File: config.mk
export PLATFORM = sky130hd
export DESIGN_NAME = sum_uart_tx
export DESIGN_NICKNAME = d
export VERILOG_FILES = /design/src/rtl/sum_uart_tx.sv
export SDC_FILE = /design/constraint.sdc
export NUM_CORES = 1
export LEC_CHECK = 0
export ABC_AREA = 1
export BUFFER_PORTS_ARGS = -buffer_cell sky130_fd_sc_hd__clkbuf_2
export CORE_MARGIN = 2
export CORE_UTILIZATION = 37
export DETAILED_ROUTE_END_ITERATION = 7
export GPL_TIMING_DRIVEN = 0
export PLACE_DENSITY = 0.62
export SLEW_MARGIN = 20
export SYNTH_ARGS = -nofsm -noshare
export SYNTH_HDL_FRONTEND = slang
export SYNTH_SLANG_ARGS = --single-unit
File: constraint.sdc
create_clock -name clk -period 6.65 [get_ports clk]
set_clock_uncertainty 0.05 [all_clocks]
set_input_delay 1.995 -clock clk [delete_from_list [all_inputs] [get_ports clk]]
set_output_delay 1.995 -clock clk [all_outputs]
set_load 0.01 [all_outputs]
File: src/rtl/sum_uart_tx.sv
// sum_uart_tx: FIFO-buffered UART transmitter for the adder's 8-bit sums (8N1).
// Define SUM_TX_PARITY_EN to add an even parity bit (8E1 frames).
module sum_uart_tx #(
  parameter int CLKS_PER_BIT = 16,
  parameter int FIFO_DEPTH   = 4
) (
  input  logic                          clk,
  input  logic                          rst_n,
  input  logic [7:0]                    in_data,
  input  logic                          in_valid,
  output logic                          in_ready,
  output logic                          tx,
  output logic                          busy,
  output logic [$clog2(FIFO_DEPTH):0]   fifo_count
);

  localparam int PTR_W  = $clog2(FIFO_DEPTH);
  localparam int CNT_W  = PTR_W + 1;
  localparam int BAUD_W = $clog2(CLKS_PER_BIT);

  typedef enum logic [2:0] {
    IDLE,
    START,
    DATA,
`ifdef SUM_TX_PARITY_EN
    PARITY,
`endif
    STOP
  } state_t;

  // ---------------- FIFO ----------------
  logic [7:0]       mem [FIFO_DEPTH];
  logic [PTR_W-1:0] wr_ptr, rd_ptr;
  logic [CNT_W-1:0] count;
  logic             full, empty, push, pop;

  assign full     = (count == CNT_W'(FIFO_DEPTH));
  assign empty    = (count == '0);
  assign in_ready = !full;
  assign push     = in_valid && !full;

  // NOTE: sequential state uses non-blocking assignments so every register
  // samples pre-edge values regardless of block ordering.
  always_ff @(posedge clk) begin
    if (!rst_n) begin
      wr_ptr <= '0;
      rd_ptr <= '0;
      count  <= '0;
    end else begin
      if (push) wr_ptr <= wr_ptr + 1'b1;
      if (pop)  rd_ptr <= rd_ptr + 1'b1;
      case ({push, pop})
        2'b10:   count <= count + 1'b1;
        2'b01:   count <= count - 1'b1;
        default: ;
      endcase
    end
  end

  // NOTE: storage is left out of reset; occupancy decides what is valid, and
  // an unreset array maps onto plain RAM.
  always_ff @(posedge clk) begin
    if (push) mem[wr_ptr] <= in_data;
  end

  assign fifo_count = count;

  // ---------------- Transmit FSM ----------------
  state_t            state_q, state_d;
  logic [BAUD_W-1:0] baud_q, baud_d;
  logic [2:0]        bit_q, bit_d;
  logic [7:0]        data_q, data_d;
  logic              tx_q, tx_d;
  logic              baud_wrap;

  assign baud_wrap = (baud_q == BAUD_W'(CLKS_PER_BIT - 1));

  always_ff @(posedge clk) begin
    if (!rst_n) begin
      state_q <= IDLE;
      baud_q  <= '0;
      bit_q   <= '0;
      data_q  <= '0;
      tx_q    <= 1'b1;
    end else begin
      state_q <= state_d;
      baud_q  <= baud_d;
      bit_q   <= bit_d;
      data_q  <= data_d;
      tx_q    <= tx_d;
    end
  end

  // NOTE: every output of this block is given a default first, so no path
  // can leave one unassigned and infer a latch.
  always_comb begin
    state_d = state_q;
    baud_d  = baud_q;
    bit_d   = bit_q;
    data_d  = data_q;
    tx_d    = tx_q;
    pop     = 1'b0;

    case (state_q)
      IDLE: begin
        tx_d = 1'b1;
        if (!empty) begin
          pop     = 1'b1;
          data_d  = mem[rd_ptr];
          bit_d   = '0;
          baud_d  = '0;
          tx_d    = 1'b0;
          state_d = START;
        end
      end

      START: begin
        if (baud_wrap) begin
          baud_d  = '0;
          tx_d    = data_q[0];
          state_d = DATA;
        end else begin
          baud_d = baud_q + 1'b1;
        end
      end

      DATA: begin
        if (baud_wrap) begin
          baud_d = '0;
          if (bit_q == 3'd7) begin
`ifdef SUM_TX_PARITY_EN
            tx_d    = ^data_q;
            state_d = PARITY;
`else
            tx_d    = 1'b1;
            state_d = STOP;
`endif
          end else begin
            bit_d = bit_q + 3'd1;
            tx_d  = data_q[bit_q + 3'd1];
          end
        end else begin
          baud_d = baud_q + 1'b1;
        end
      end

`ifdef SUM_TX_PARITY_EN
      PARITY: begin
        if (baud_wrap) begin
          baud_d  = '0;
          tx_d    = 1'b1;
          state_d = STOP;
        end else begin
          baud_d = baud_q + 1'b1;
        end
      end
`endif

      STOP: begin
        if (baud_wrap) begin
          baud_d = '0;
          // Back-to-back: the next start bit begins on this very edge.
          if (!empty) begin
            pop     = 1'b1;
            data_d  = mem[rd_ptr];
            bit_d   = '0;
            tx_d    = 1'b0;
            state_d = START;
          end else begin
            tx_d    = 1'b1;
            state_d = IDLE;
          end
        end else begin
          baud_d = baud_q + 1'b1;
        end
      end

      default: begin
        tx_d    = 1'b1;
        state_d = IDLE;
      end
    endcase
  end

  assign tx   = tx_q;
  assign busy = (state_q != IDLE);

endmodule

# Yosys cells after proc, flatten, opt, wreduce, memory -nomap -nowiden
# Memory sizes are Yosys's and may differ from the RTL's. A register that Yosys moved wholly into a read port is not among the register bits.
# Cells that the tools add are included.
classes:
  addsub: 6
  n_mux: 34
  eq_ne: 14
  reduce_logical: 15
  order_cmp: 1
op_table:
  columns: ["op", "n"]
  rows:
  - ["3-bit two-way mux", 9]
  - ["8-bit two-way mux", 2]
  - ["8-bit case mux with 2 select lines", 1]
  - ["2-bit != test (second input constant)", 6]
  - ["3-bit case mux with 4 select lines", 1]
  - ["1-bit two-way mux", 11]
  - ["3-bit case mux with 3 select lines", 1]
  - ["4-bit two-way mux", 2]
  - ["4-bit case mux with 2 select lines", 1]
  - ["3-bit by 1-bit adder with 3-bit output (second input constant)", 2]
  - ["3-bit by 2-bit equality test with 1-bit output (second input constant)", 2]
  - ["3-bit equality test (second input constant)", 2]
  - ["3-bit logical NOT", 2]
  - ["3-bit case mux with 2 select lines", 1]
  - ["2-bit nonzero test", 3]
  - ["3-bit nonzero test", 2]
  - ["5-bit AND reduction", 1]
  - ["2-bit by 1-bit adder with 2-bit output (second input constant)", 2]
  - ["4-bit by 1-bit adder with 4-bit output (second input constant)", 1]
  - ["4-bit equality test (second input constant)", 1]
  - ["3-bit by 4-bit < comparator with 1-bit output (second input constant)", 1]
  - ["2-bit two-way mux", 2]
  - ["1-bit case mux with 4 select lines", 1]
  - ["2-bit AND reduction", 2]
  - ["11 further kinds", 11]
word_totals:
  memories: 1
  ramBits: 32
  elab_cells: 79
  ff_bits: 26
  in_bits: 11
  output_inout_bits: 6
mem_list:
  columns: ["memory", "depth", "width", "rd", "rd_ports_with_merged_regs", "write_ports", "line_no", "text"]
  rows:
  - ["mem", 4, 8, 1, 1, 1, "32", "logic [7:0] mem [FIFO_DEPTH];"]

# Logic depth before layout (Yosys ltp)
logic_depth:
  depth_word: 6
  mapped_depth: 12
  mapped_depth_nobuf: 12

# Least setup slack after synthesis
# OpenSTA, ideal clock, no wires.
synth_timing:
  path_type: "in2reg"
  start: "input in_valid"
  end: "register count[2] (netlist: fifo_count[2])"
  arrival_time_ns: 3.161
  path_slack_ns: 3.316
  setup_ns: 0.122
  path_stages: 8
  path_cell_list: "nand2_1 ha_1 inv_1 fa_1 a21oi_1 o21ai_0 o21ai_0 a21oi_1"
synth_between:
  elab_chain_cells: 3
  word_cells_on_any_way: 5
synth_rtl:
  columns: ["item", "line_no", "text"]
  rows:
  - ["start, declared", "10", "input logic in_valid,"]
  - ["1-bit logical AND *", "40", "assign push = in_valid && !full;"]
  - ["2-bit by 1-bit equality test with 1-bit output or 2-bit equality test (tied branches)", "52", "case ({push, pop})"]
  - ["3-bit case mux with 2 select lines or 2-bit nonzero test (tied branches)", null, null]
  - ["end signal, assigned", "53", "2'b10: count <= count + 1'b1;"]
  - ["end signal, assigned", "54", "2'b01: count <= count - 1'b1;"]
  - ["end, declared", "34", "logic [CNT_W-1:0] count;"]
# Mark *: on every way between the ends. The rest lies on a longest branch, timed or not.
# A chain may end at the register's enable or synchronous reset.

# Worst setup path after layout
layout_timing:
  start: "register state_q[0]"
  end: "output busy"
layout_between:
  elab_chain_cells: 1
layout_rtl:
  columns: ["item", "line_no", "text"]
  rows:
  - ["start, declared", "69", "state_t state_q, state_d;"]
  - ["start signal, assigned", "86", "state_q <= state_d;"]
  - ["3-bit nonzero test", "186", "assign busy = (state_q != IDLE);"]
  - ["end, declared", "13", "output logic busy,"]
# No other way between the ends.

==> flow_metrics.tcl <==
set metrics [dict create \
    status "finished, final reports clean" \
    syn_to_final_growth_pct 14.2 \
    post_cts_buffers 0 \
    drt_iter0_markers 57 \
    irDropWorstVdd_uv 206 \
    pin_count 17 \
    postRouteWirelength_um 4810 \
    grt_pass1_vias 1827 \
    grt_max_degree 14 \
    postSynth.asyncResetShare 0 \
    syn_avg_cell_area_um2 9.36 \
    wl_per_cell_um 11.4 \
    clkSlewWorstSetupHoldPaths_ps 70 \
    maxCapViolations 0 \
    yosysSeqAreaShare 0.553 \
    grt_use_total 0.137 \
    period_share 0.518 \
    reg2reg_from "state_q[0]" \
    detail-route-antenna-nets 0 \
    worstPathCellList "inv_1 -> ha_1 -> inv_1 -> clkbuf_2" \
    antenna_cells 0 \
    worstPathArrival_ps 1400 \
    clkSinkCount 59 \
    fin_cells 421 \
    final-hold-violation-count 0 \
    hp-class "reg2reg" \
    critical_path_class "reg2out" \
    clk_latency_ps 340 \
    die_w_um 89.6 \
    r2r_slack_ps 4210 \
    die_y_um 89.6 \
    fp.dieArea_mm2 0.00804 \
    dp.cells 405 \
    vias 1891 \
    fillers 695 \
    cpPeakStageDelay_ps 390 \
    r2r_cells 12 \
    period_minus_slack_ps 3440 \
    netlist_area_mm2 0.00271 \
    synthFlopType "edfxtp_1" \
    initial_core_util 0.378 \
    leakage_nw 1.25 \
    drc_errors 0 \
    grt_first_pass_wirelength_um 8190 \
    ys_ff_latch 59 \
    numPortBuffers 16 \
    row_count 31 \
    fmax_mhz 290 \
    cp_num_cells 4 \
    relSlewSlack 0.431 \
    crit_fanout 4 \
    finalSetupViolations 0 \
    worst_path_most_repeated_cell "inv_1" \
    startpoint "state_q[0]" \
    cts_resized 0 \
    synth_common_cells "48 x nor2_1, 45 x nand2_1, 32 x edfxtp_1" \
    crit_end "busy" \
    maxSlewViolCount 0 \
    synthTopCellsByArea "edfxtp_1 35%, dfxtp_1 20%, nor2_1 6.6%" \
    cts_buffers 9 \
    cts-root-buf "clkbuf_8" \
    crit_required_ps 4610 \
    antenna_found_initial 0 \
    r2r_end "fifo_count[2]" \
    endpoint_kind "output port" \
    yosysWarnings 0 \
    tritoncts "yes" \
    yosysTopAreaCellShare 0.354 \
    crit_slowest_cell "dfxtp_1" \
    dp_hpwl_um 3450 \
    power.density_mw_per_mm2 440 \
    h-tree-depth 3 \
    synth_edf_count 32 \
    place_congestion 0.789 \
    finalSetupTns_ps 0 \
    worstPathBufferInverterCount 3 \
    cpLargestDelayFamily "buffers and inverters" \
    postCtsHoldBufs 0 \
    core_mm2 0.00718 \
    fin_nets 343 \
    rsz0062_at_grt "false" \
    synth_area_leader_cell "edfxtp_1" \
    drive_gt1_frac 0.161 \
    clk_path_buf_depth 2 \
    tightest_slew_ps 851 \
    synth_cell_types 32 \
    p_total_w 0.00136 \
    synth.most_common_cell "nor2_1" \
    start_kind "flop" \
    synthCells 290 \
    syn_nets 316 \
    overflow 0 \
    routed_via_density 4.49 \
    drt_pass1_iterations 4 \
]
[worst min path at each step]
stage | slack, ps | depth (start not counted) | start | end
after detailed placement | 410 | 1 | rd_ptr[0] | rd_ptr[0]
after floorplan | 400 | 1 | rd_ptr[0] | flop
after CTS | 440 | 1 | rd_ptr[0] | rd_ptr[0]
after global placement | 410 | 1 | rd_ptr[0] | rd_ptr[0]
final | 440 | 1 | rd_ptr[0] | rd_ptr[0]
after global routing | 470 | 2 | baud_q[1] | baud_q[1]
[layout by cell type, fill, tap and decap left out, types with 3 or more instances in the layout]
master	synthesis	routed
inv_1	30	30
o21ai_2	3	3
a31oi_1	8	8
inv_2	4	4
a21oi_1	14	14
o21ai_0	29	29
nand3_1	9	9
clkbuf_8	0	9
buf_2	3	3
ha_1	14	14
dfxtp_1	27	27
inv_6	0	3
clkbuf_2	1	17
o21ai_1	3	3
nor2_1	48	48
edfxtp_1	32	32
nand2_1	45	45
[per-layer routing]
| metal | vias up | track usage | wire length (µm) |
|---|---|---|---|
| li1 | 1021 | - | - |
| met1 | 839 | 0.159 | 2280 |
| met2 | 23 | 0.227 | 2270 |
| met3 | 8 | 0.0503 | 149 |
| met4 | 0 | 0.0611 | 112 |
| met5 | - | 0 | 0 |
[power breakdown]
part,leakage [nW],switching (W),internal [W],total [W]
Sequential,0.516,0.0000439,0.000468,0.000512
Clock,0.0886,0.000157,0.000140,0.000297
Combinational,0.650,0.000348,0.000207,0.000556
[area by class of cell]
class / count / area, µm² / area share
Clock inverter: 7 / 57.6 / 0.0186
Inverter: 35 / 133 / 0.0428
Buffer: 8 / 46.3 / 0.0149
Sequential cell: 59 / 1500 / 0.484
Clock buffer: 9 / 124 / 0.0400
Tap cell: 99 / 124 / 0.0400
Multi-Input combinational cell: 188 / 1030 / 0.333
Timing Repair Buffer: 16 / 80.1 / 0.0258
[stage by stage]
step	utilization	setup WS [ps]	hold WS [ps]	cell area, µm²
global route	0.432	3070	471	3100
detailed placement	0.407	3070	415	2920
global placement	0.407	3100	408	2920
finish	0.432	3210	438	3100
floorplan	-	3320	397	2710
CTS	0.432	3180	436	3100
[state kept, by name, indices dropped and copies added, names as in the netlist, named ones only]
| signal | cells |
|---|---|
| tx | 1 |
| mem | 32 |
| fifo_count | 3 |
| rd_ptr | 2 |
| state_q | 2 |
| wr_ptr | 2 |
| baud_q | 4 |
| bit_q | 3 |
| data_q | 8 |
[cells by family after synthesis]
family / share of synthesized area
buffers and inverters: 0.0659
DFF: 0.553
and+or+nand+nor: 0.173
xor gates and xnor gates: 0.00323
adders and majority gates: 0.0719
AOI/OAI and AO/OA: 0.133
Power figures use the tool's default switching activity.
